==> src/rtl/alu_issue_unit.sv <==
`default_nettype none
// ============================================================================
// Module   : alu_issue_unit
// Brief    : Two-stage valid/ready issue front-end for a single-cycle 32-bit
//            ALU. Decodes opcode/funct into the ALU control code, drives the
//            ALU from stage-1 registers, and captures the result, zero flag
//            and an illegal-operation marker in stage 2. Also counts accepted
//            and illegal operations.
// Revision : 1.0 - initial release
// ============================================================================
module alu_issue_unit #(
  parameter int CNT_W = 16
) (
  input  logic             clk,
  input  logic             rst,
  input  logic             in_valid_i,
  output logic             in_ready_o,
  input  logic [1:0]       alu_op_i,
  input  logic [5:0]       funct_i,
  input  logic [31:0]      in_a_i,
  input  logic [31:0]      in_b_i,
  output logic [31:0]      alu_in1_o,
  output logic [31:0]      alu_in2_o,
  output logic [3:0]       alu_cont_o,
  input  logic [31:0]      alu_res_i,
  input  logic             alu_zero_i,
  output logic             out_valid_o,
  input  logic             out_ready_i,
  output logic [31:0]      result_o,
  output logic             zero_o,
  output logic             illegal_o,
  output logic [CNT_W-1:0] ops_cnt_o,
  output logic [CNT_W-1:0] ill_cnt_o
);

  localparam logic [3:0] c_CTL_AND = 4'd0;
  localparam logic [3:0] c_CTL_OR  = 4'd1;
  localparam logic [3:0] c_CTL_ADD = 4'd2;
  localparam logic [3:0] c_CTL_XOR = 4'd3;
  localparam logic [3:0] c_CTL_SUB = 4'd6;

  // Stage 1: operands and decoded control feeding the ALU
  logic        s1_valid_q;
  logic [31:0] s1_a_q;
  logic [31:0] s1_b_q;
  logic [3:0]  s1_cont_q;
  logic        s1_ill_q;

  // Stage 2: captured ALU outcome
  logic        s2_valid_q;
  logic [31:0] s2_res_q;
  logic        s2_zero_q;
  logic        s2_ill_q;

  logic [CNT_W-1:0] ops_cnt_q, ops_cnt_d;
  logic [CNT_W-1:0] ill_cnt_q, ill_cnt_d;

  logic       w_s2_free;
  logic       w_advance;
  logic       w_accept;
  logic [3:0] w_dec_cont;
  logic       w_dec_ill;

  assign w_s2_free  = !s2_valid_q || out_ready_i;
  assign w_advance  = s1_valid_q && w_s2_free;
  assign in_ready_o = !s1_valid_q || w_s2_free;
  assign w_accept   = in_valid_i && in_ready_o;

  // Opcode/funct decode; undecodable operations fall back to add and are flagged
  always_comb begin
    w_dec_cont = c_CTL_ADD;
    w_dec_ill  = 1'b0;
    case (alu_op_i)
      2'b00: w_dec_cont = c_CTL_ADD;
      2'b01: w_dec_cont = c_CTL_SUB;
      2'b10: begin
        case (funct_i)
          6'b100000: w_dec_cont = c_CTL_ADD;
          6'b100010: w_dec_cont = c_CTL_SUB;
          6'b100100: w_dec_cont = c_CTL_AND;
          6'b100101: w_dec_cont = c_CTL_OR;
          6'b100110: w_dec_cont = c_CTL_XOR;
          default:   w_dec_ill  = 1'b1;
        endcase
      end
      default: w_dec_ill = 1'b1;
    endcase
  end

  // Stage 1 loads on accept; operands hold otherwise so the ALU inputs stay stable
  always_ff @(posedge clk) begin
    if (rst) begin
      s1_valid_q <= 1'b0;
      s1_a_q     <= 32'd0;
      s1_b_q     <= 32'd0;
      s1_cont_q  <= c_CTL_ADD;
      s1_ill_q   <= 1'b0;
    end else if (w_accept) begin
      s1_valid_q <= 1'b1;
      s1_a_q     <= in_a_i;
      s1_b_q     <= in_b_i;
      s1_cont_q  <= w_dec_cont;
      s1_ill_q   <= w_dec_ill;
    end else if (w_advance) begin
      s1_valid_q <= 1'b0;
    end
  end

  // Stage 2 captures the ALU outcome when stage 1 advances, empties when consumed
  always_ff @(posedge clk) begin
    if (rst) begin
      s2_valid_q <= 1'b0;
      s2_res_q   <= 32'd0;
      s2_zero_q  <= 1'b0;
      s2_ill_q   <= 1'b0;
    end else if (w_advance) begin
      s2_valid_q <= 1'b1;
      s2_res_q   <= alu_res_i;
      s2_zero_q  <= alu_zero_i;
      s2_ill_q   <= s1_ill_q;
    end else if (out_ready_i) begin
      s2_valid_q <= 1'b0;
    end
  end

  // Next-state for the wrapping operation counters
  always_comb begin
    ops_cnt_d = ops_cnt_q;
    ill_cnt_d = ill_cnt_q;
    if (w_accept) begin
      ops_cnt_d = ops_cnt_q + 1'b1;
      if (w_dec_ill) begin
        ill_cnt_d = ill_cnt_q + 1'b1;
      end
    end
  end

  // Counter registers
  always_ff @(posedge clk) begin
    if (rst) begin
      ops_cnt_q <= '0;
      ill_cnt_q <= '0;
    end else begin
      ops_cnt_q <= ops_cnt_d;
      ill_cnt_q <= ill_cnt_d;
    end
  end

  assign alu_in1_o   = s1_a_q;
  assign alu_in2_o   = s1_b_q;
  assign alu_cont_o  = s1_cont_q;
  assign out_valid_o = s2_valid_q;
  assign result_o    = s2_res_q;
  assign zero_o      = s2_zero_q;
  assign illegal_o   = s2_ill_q;
  assign ops_cnt_o   = ops_cnt_q;
  assign ill_cnt_o   = ill_cnt_q;

endmodule
`default_nettype wire

==> config.mk <==
export PLATFORM = sky130hd
export DESIGN_NAME = alu_issue_unit
export DESIGN_NICKNAME = d
export VERILOG_FILES = /design/src/rtl/alu_issue_unit.sv
export SDC_FILE = /design/constraint.sdc
export NUM_CORES = 1
export LEC_CHECK = 0
export CAP_MARGIN = 20
export CORE_MARGIN = 5
export CORE_UTILIZATION = 33
export DETAILED_ROUTE_END_ITERATION = 12
export DONT_BUFFER_PORTS = 1
export PLACE_DENSITY_LB_ADDON = 0.3
export SYNTH_ARGS = -nofsm -noshare
export SYNTH_HDL_FRONTEND = slang
export SYNTH_SLANG_ARGS = --single-unit
==> constraint.sdc <==
create_clock -name clk -period 3.2 [get_ports clk]
set_clock_uncertainty 0.2 [all_clocks]
set_input_delay 0.96 -clock clk [delete_from_list [all_inputs] [get_ports clk]]
set_output_delay 0.96 -clock clk [all_outputs]
set_load 0.02 [all_outputs]
### After elaboration in Yosys (flattened, before gate mapping)

Index checks and enable logic that the tools add are counted.

* register bits: 137
* output and inout port bits: 136
* logic and storage cells: 40

* $add $sub $neg: 2
* equal/unequal tests: 7
* muxes and demuxes: 8
* reductions and logical operators: 12

Operators by type and width (number)
* adder 16 x 1 -> 16 bit, second input constant: 2
* == test 6 bit, second input constant: 5
* one-hot mux 3 bit (4 select lines): 1
* one-hot mux 3 bit (2 select lines): 1
* 2-to-1 mux 1 bit: 5
* OR reduction 5 bit: 1
* nonzero test 2 bit: 2
* == test 2 x 1 -> 1 bit, second input constant: 1
* == test 2 bit, second input constant: 1
* logical AND 1 bit: 2
* logical NOT 1 bit: 2
* logical NOT 2 bit: 1
* logical OR 1 bit: 2
* one-hot mux 1 bit (2 select lines): 1
* AND reduction 2 bit: 1
* OR reduction 2 bit: 1

### Longest topological paths before layout

Gate-level depths: netlist (run 1).

* depth after elaboration: 5
* depth in mapped cells: 8
* mapped depth without buffers: 7

### Worst setup path after synthesis (run 1)

No wires, ideal clock.

* kind: input -> register
* start point: in alu_op_i[1]
* end point: reg ill_cnt_q[12], in the netlist ill_cnt_o[12]
* setup time: 0.128 ns
* data arrival time: 2.157 ns
* setup slack: 0.715 ns
* stages on the path: 7
* path buffers: 1
* cells stage by stage: inv_1 ha_1 o21ba_2 buf_1 nor4_1 xnor2_1 nor2_1

* cells in the longest elaborated chain, start to end: 4
* elaborated cells on any way between the ends: 6
* those cells by class: 2 x eq/ne; 1 x mux; 3 x reduce/logical

RTL lines
* start, declared: RTL line 18 `input logic [1:0] alu_op_i,`
* == test 2 x 1 -> 1 bit or logical NOT 2 bit (tied branches): RTL line 73 `case (alu_op_i)`
* OR reduction 2 bit (no line)
* one-hot mux 1 bit (2 select lines) *: RTL line 73
* AND reduction 2 bit (no line) *
* end signal, assigned: RTL line 145 `ill_cnt_q <= ill_cnt_d;`
* end, declared: RTL line 56 `logic [CNT_W-1:0] ill_cnt_q, ill_cnt_d;`

Mark *: on every way between the ends. The rest lies on a longest branch, timed or not.
A chain may end at the register's enable or synchronous reset.

### Worst setup path in the final report (run 1)

* start point: in out_ready_i
* end point: out in_ready_o

* cells in the longest elaborated chain, start to end: 2

RTL lines
* start, declared: RTL line 28 `input logic out_ready_i,`
* logical OR 1 bit: RTL line 64 `assign w_s2_free = !s2_valid_q || out_ready_i;`
* logical OR 1 bit: RTL line 66 `assign in_ready_o = !s1_valid_q || w_s2_free;`
* end, declared: RTL line 17 `output logic in_ready_o,`

No other way between the ends.

==> results.json, run 1 <==
{
  "startpoint_type": "input port",
  "grt_antenna_before_repair": 0,
  "final_core_util_pct": 38.6,
  "drv_cap": 0,
  "p_total_mw": 3.99,
  "drv_slew": 0,
  "syn_area_um2": 5190,
  "end_kind": "output port",
  "dpl_cell_area_um2": 5330,
  "cts_resized": 0,
  "clockBufferDepth": 2,
  "critPathMaxStageDelay_ps": 250,
  "syn_avg_cell_area_um2": 8.22,
  "synth_flop_cell": "dfxtp_1",
  "status": "finished, final reports clean",
  "antennaDiodeCount": 0,
  "num_vias": 4196,
  "die_x_um": 135,
  "final_common_cell": "nand2_1",
  "cts_sinks": 136,
  "relSlewSlack_pct": 57.9,
  "final_design_area_no_fill_um2": 5910,
  "drt_wl_total_um": 13800,
  "grt_usage_pct": 14.4,
  "grt_pass1_vias": 3974,
  "clock_latency_ps": 410,
  "cp.buffers_inverters": 0,
  "routedWlPerCell_um": 16.4,
  "drc_errors": 0,
  "drt-initial-drc-count": 179,
  "tns_ps": 0,
  "hold_viol": 0,
  "synth_top_area_cell": "dfxtp_1",
  "async_flop_share_pct": 0,
  "rows": 45,
  "seq_area_frac_synth_pct": 52.4,
  "grt.overflow.total": 0,
  "synth_warnings": 0,
  "worstPathCellList": "nand3b_4",
  "irDropWorstVdd_v": 0.000338,
  "crit_fanout": 10,
  "dieArea_um2": 18300,
  "drtPass1Iterations": 5,
  "syn2layout_area_growth_pct": 13.9,
  "mostFrequentLayoutCells": "210 x nand2_1, 136 x dfxtp_1, 103 x a21oi_1, 34 x nor2_1",
  "io_buffer_count": 0,
  "numCtsBuffers": 17,
  "nFillCells": 1578,
  "hpwl_um": 10000,
  "syn_nets": 746,
  "core_region_area_um2": 15300,
  "worst_pin_slew_ps": 628,
  "clockRootBuffer": "clkbuf_16",
  "rsz0062_at_grt": "false",
  "start_util_pct": 33.9,
  "drive_above_1_share_pct": 8.76,
  "cts_hold_buf": 0,
  "synth.top_cell.area_share_pct": 52.4,
  "cts_setup_buffers": 0,
  "ys_types": 42,
  "clkTransAtPathRegs_ps": 60,
  "leakage_nw": 2.22,
  "die_h_um": 135,
  "synth_edf_count": 0,
  "worstPathRequired_ps": 2040,
  "netlist_instances": 632,
  "hold_path.class": "reg2reg",
  "cts_tree": "done",
  "power_density_nw_per_um2": 675,
  "gp_congestion": 0.831,
  "setup_viol": 0,
  "fmax_mhz": 422,
  "finalCritPeriodShare_pct": 74.1,
  "ant_nets": 0,
  "io_pins": 245,
  "nNetsFinal": 730,
  "layout_min_cycle_time_ps": 2370,
  "grt_max_degree": 138,
  "slowest_stage": "nand3b_4",
  "postSynthRegisterBits": 136,
  "htreeDepth": 4,
  "cp_top_family": "simple AND/OR/NAND/NOR gates",
  "critical_path_class": "in2out",
  "ys_top_cells_by_area": "dfxtp_1 52%, nand2_1 15%, a21oi_1 9.9%",
  "grt_pass1_wl_um": 20900,
  "avgViaCountPerCell": 5.00,
  "arrival_ps": 1210
}
==> final timing paths <==
| path | from | to | slack, ps | cells after the start |
|---|---|---|---|---|
| setup / recovery | out_ready_i | in_ready_o | 830 | 1 |
| hold / removal | s1_ill_q | illegal_o | 270 | 2 |
| setup reg to reg | ill_cnt_o[0] | ill_cnt_o[12] | 1120 | 6 |
| hold reg to reg | s1_ill_q | illegal_o | 270 | 2 |
==> cell families (layout without fill, tap and decap cells) <==
| group | Yosys count | in the layout | synth area share [%] |
|---|---|---|---|
| AND/OR/NAND/NOR | 300 | 300 | 26.0 |
| AO/OA/AOI/OAI | 110 | 110 | 11.0 |
| other | 1 | 1 | 0.0722 |
| buffers and inverters | 48 | 44 | 3.83 |
| flip-flops | 136 | 136 | 52.4 |
| adder cells (fa/ha/maj) | 5 | 5 | 1.20 |
| XOR/XNOR | 30 | 30 | 5.06 |
| multiplexers | 2 | 2 | 0.410 |
==> area by class of cell <==
cell class	count	area, µm²	area share [%]
flip-flops and latches	136	2720	46.0
inverters	6	22.5	0.381
repair buffers	7	52.6	0.889
well taps	211	264	4.46
multi-input cells	448	2270	38.4
clock buffers	19	453	7.66
clock inverters	12	128	2.16
==> report_power, final <==
part	switching (mW)	internal (mW)
combinational	0.109	0.0652
sequential	0.153	1.77
clock	0.718	1.18
total	0.979	3.01
==> cell usage after synthesis (2+ instances only) <==
master    number
dfxtp_1      136
nand4_1        6
ha_1           5
nand4_2        2
nand2_1      210
buf_2         12
nor4b_2        2
a21oi_1      103
xor2_1        13
nand2b_1       3
nor4_1         4
xnor2_1       17
and4_1         4
nand3_1        9
and2_1         2
nor4_2         4
inv_1          5
and3_1         7
nor2_1        34
nor3_1         5
clkbuf_1      28
==> flip-flops by register name, summed over array words and instances, names as in the netlist <==
signal       flops
zero_o           1
ill_cnt_o       16
result_o        32
alu_in1_o       32
alu_in2_o       32
alu_cont_o       3
out_valid_o      1
s1_ill_q         1
ops_cnt_o       16
s1_valid_q       1
illegal_o        1
==> layer usage <==
metal	GRT usage (%)	up-vias	share of wire, %
met1	15.4	1972	38
li1	-	2037	-
met4	7.45	0	2.7
met5	0	-	0
met3	5.46	26	8.9
met2	24.7	161	50
==> metrics by stage <==
step | setup WS (ps) | hold WS (ps) | cells
2_1_floorplan | 715 | 232 | 632
3_3_place_gp | 584 | 251 | 808
3_5_place_dp | 520 | 256 | 808
4_1_cts | 811 | 269 | 839
5_1_grt | 791 | 314 | 839
6_report | 829 | 266 | 839
(Power assumes the default switching activity.)
==> inputs of run 2 (changes only) <==
==> constraint.sdc (replaced) <==
create_clock -name clk -period 2.4 [get_ports clk]
set_clock_uncertainty 0.2 [all_clocks]
set_input_delay 0.72 -clock clk [delete_from_list [all_inputs] [get_ports clk]]
set_output_delay 0.72 -clock clk [all_outputs]
set_load 0.02 [all_outputs]
==> run 2 against run 1 <==
Core utilization up 1.1 points. Critical path depth is the same. Cell count up 1.4%. Wire length is 0.96% higher. Die area stayed put. First-iteration DRC count down 8.9%. Worst hold slack lost 75 ps.
==> results.json, run 2 (synthesized netlist as in run 1, its figures left out) <==
{
  "status": "finished, final reports clean",
  "place_inst": 820,
  "end_kind": "output port",
  "relSlewSlack_pct": 63.5,
  "die_h_um": 135,
  "die_x_um": 135,
  "drv_slew": 0,
  "hpwl_um": 10100,
  "gp_congestion": 0.788,
  "cts_sinks": 136,
  "grt_antenna_before_repair": 0,
  "grt_usage_pct": 14.5,
  "crit_fanout": 10,
  "setup_slack_ps": 276,
  "leakage_nw": 2.32,
  "clockRootBuffer": "clkbuf_16",
  "critPathMaxStageDelay_ps": 530,
  "hold_viol": 0,
  "clkTransAtPathRegs_ps": 60,
  "irDropWorstVdd_v": 0.000491,
  "grt_max_degree": 138,
  "worst_pin_slew_ps": 544,
  "nFillCells": 1594,
  "cts_tree": "done",
  "clockBufferDepth": 2,
  "fin_cells": 851,
  "layout_min_cycle_time_ps": 2120,
  "tns_ps": 0,
  "io_buffer_count": 0,
  "finalCritPeriodShare_pct": 88.5,
  "cp.buffers_inverters": 0,
  "drtPass1Iterations": 5,
  "grt_pass1_wl_um": 21100,
  "num_vias": 4207,
  "dieArea_um2": 18300,
  "fmax_mhz": 471,
  "avgViaCountPerCell": 4.94,
  "grt.overflow.total": 0,
  "startpoint_type": "flip-flop",
  "final_core_util_pct": 39.7,
  "antennaDiodeCount": 0,
  "mostFrequentLayoutCells": "210 x nand2_1, 136 x dfxtp_1, 103 x a21oi_1, 34 x nor2_1",
  "drv_cap": 0,
  "cts_resized": 0,
  "cp_top_family": "flip-flops",
  "syn2layout_area_growth_pct": 17.2,
  "grt_pass1_vias": 4013,
  "clock_latency_ps": 410,
  "rsz0062_at_grt": "false",
  "rows": 45,
  "numCtsBuffers": 17,
  "slowest_stage": "dfxtp_1",
  "ant_nets": 0,
  "critical_path_class": "reg2out",
  "final_design_area_no_fill_um2": 6080,
  "drc_errors": 0,
  "final_common_cell": "nand2_1",
  "worstPathCellList": "nand3b_4",
  "io_pins": 245,
  "cts_setup_buffers": 0,
  "routedWlPerCell_um": 16.4,
  "drt_wl_total_um": 13900,
  "worstPathRequired_ps": 1480,
  "arrival_ps": 1200,
  "htreeDepth": 4,
  "core_region_area_um2": 15300,
  "setup_viol": 0,
  "hold_path.class": "in2reg",
  "drt-initial-drc-count": 163,
  "dp_slack_ps": 125,
  "dpl_cell_area_um2": 5460,
  "power_density_nw_per_um2": 916,
  "start_util_pct": 33.9,
  "p_total_mw": 5.57,
  "nNetsFinal": 742,
  "drive_above_1_share_pct": 10.5,
  "cts_hold_buf": 0,
  "timing.hold.ws_ps": 190
}
run 2: path summary, 6_finish.rpt:
path / from / endpoint / slack (ps) / cells after the start
max: out_valid_o / in_ready_o / 280 / 1
min: rst / alu_cont_o[0] / 190 / 1
max reg2reg: out_valid_o / alu_in2_o[15] / 350 / 5
min reg2reg: s1_ill_q / illegal_o / 260 / 2
run 2: final cells by class:
type	instances	area [µm²]	share of cell area [%]
clock inverter	12	174	2.86
multi-input combinational	448	2270	37.4
tap	211	264	4.34
inverter	6	22.5	0.370
sequential	136	2720	44.8
timing repair buffer	19	175	2.88
clock buffer	19	453	7.45
run 2: routing by layer:
metal | GRT usage [%] | wire (µm) | part of all wire (%)
met2 | 25.1 | 6930 | 50
met4 | 6.16 | 256 | 1.8
met1 | 15.7 | 5440 | 39
met5 | 0 | 0 | 0
met3 | 5.91 | 1290 | 9.3
run 2: report_power, final:
part	total [mW]	internal (mW)	leakage (nW)	switching, mW
clock	2.76	1.79	0.309	0.975
combinational	0.258	0.0991	0.900	0.159
sequential	2.55	2.36	1.11	0.194
total	5.57	4.25	2.32	1.33
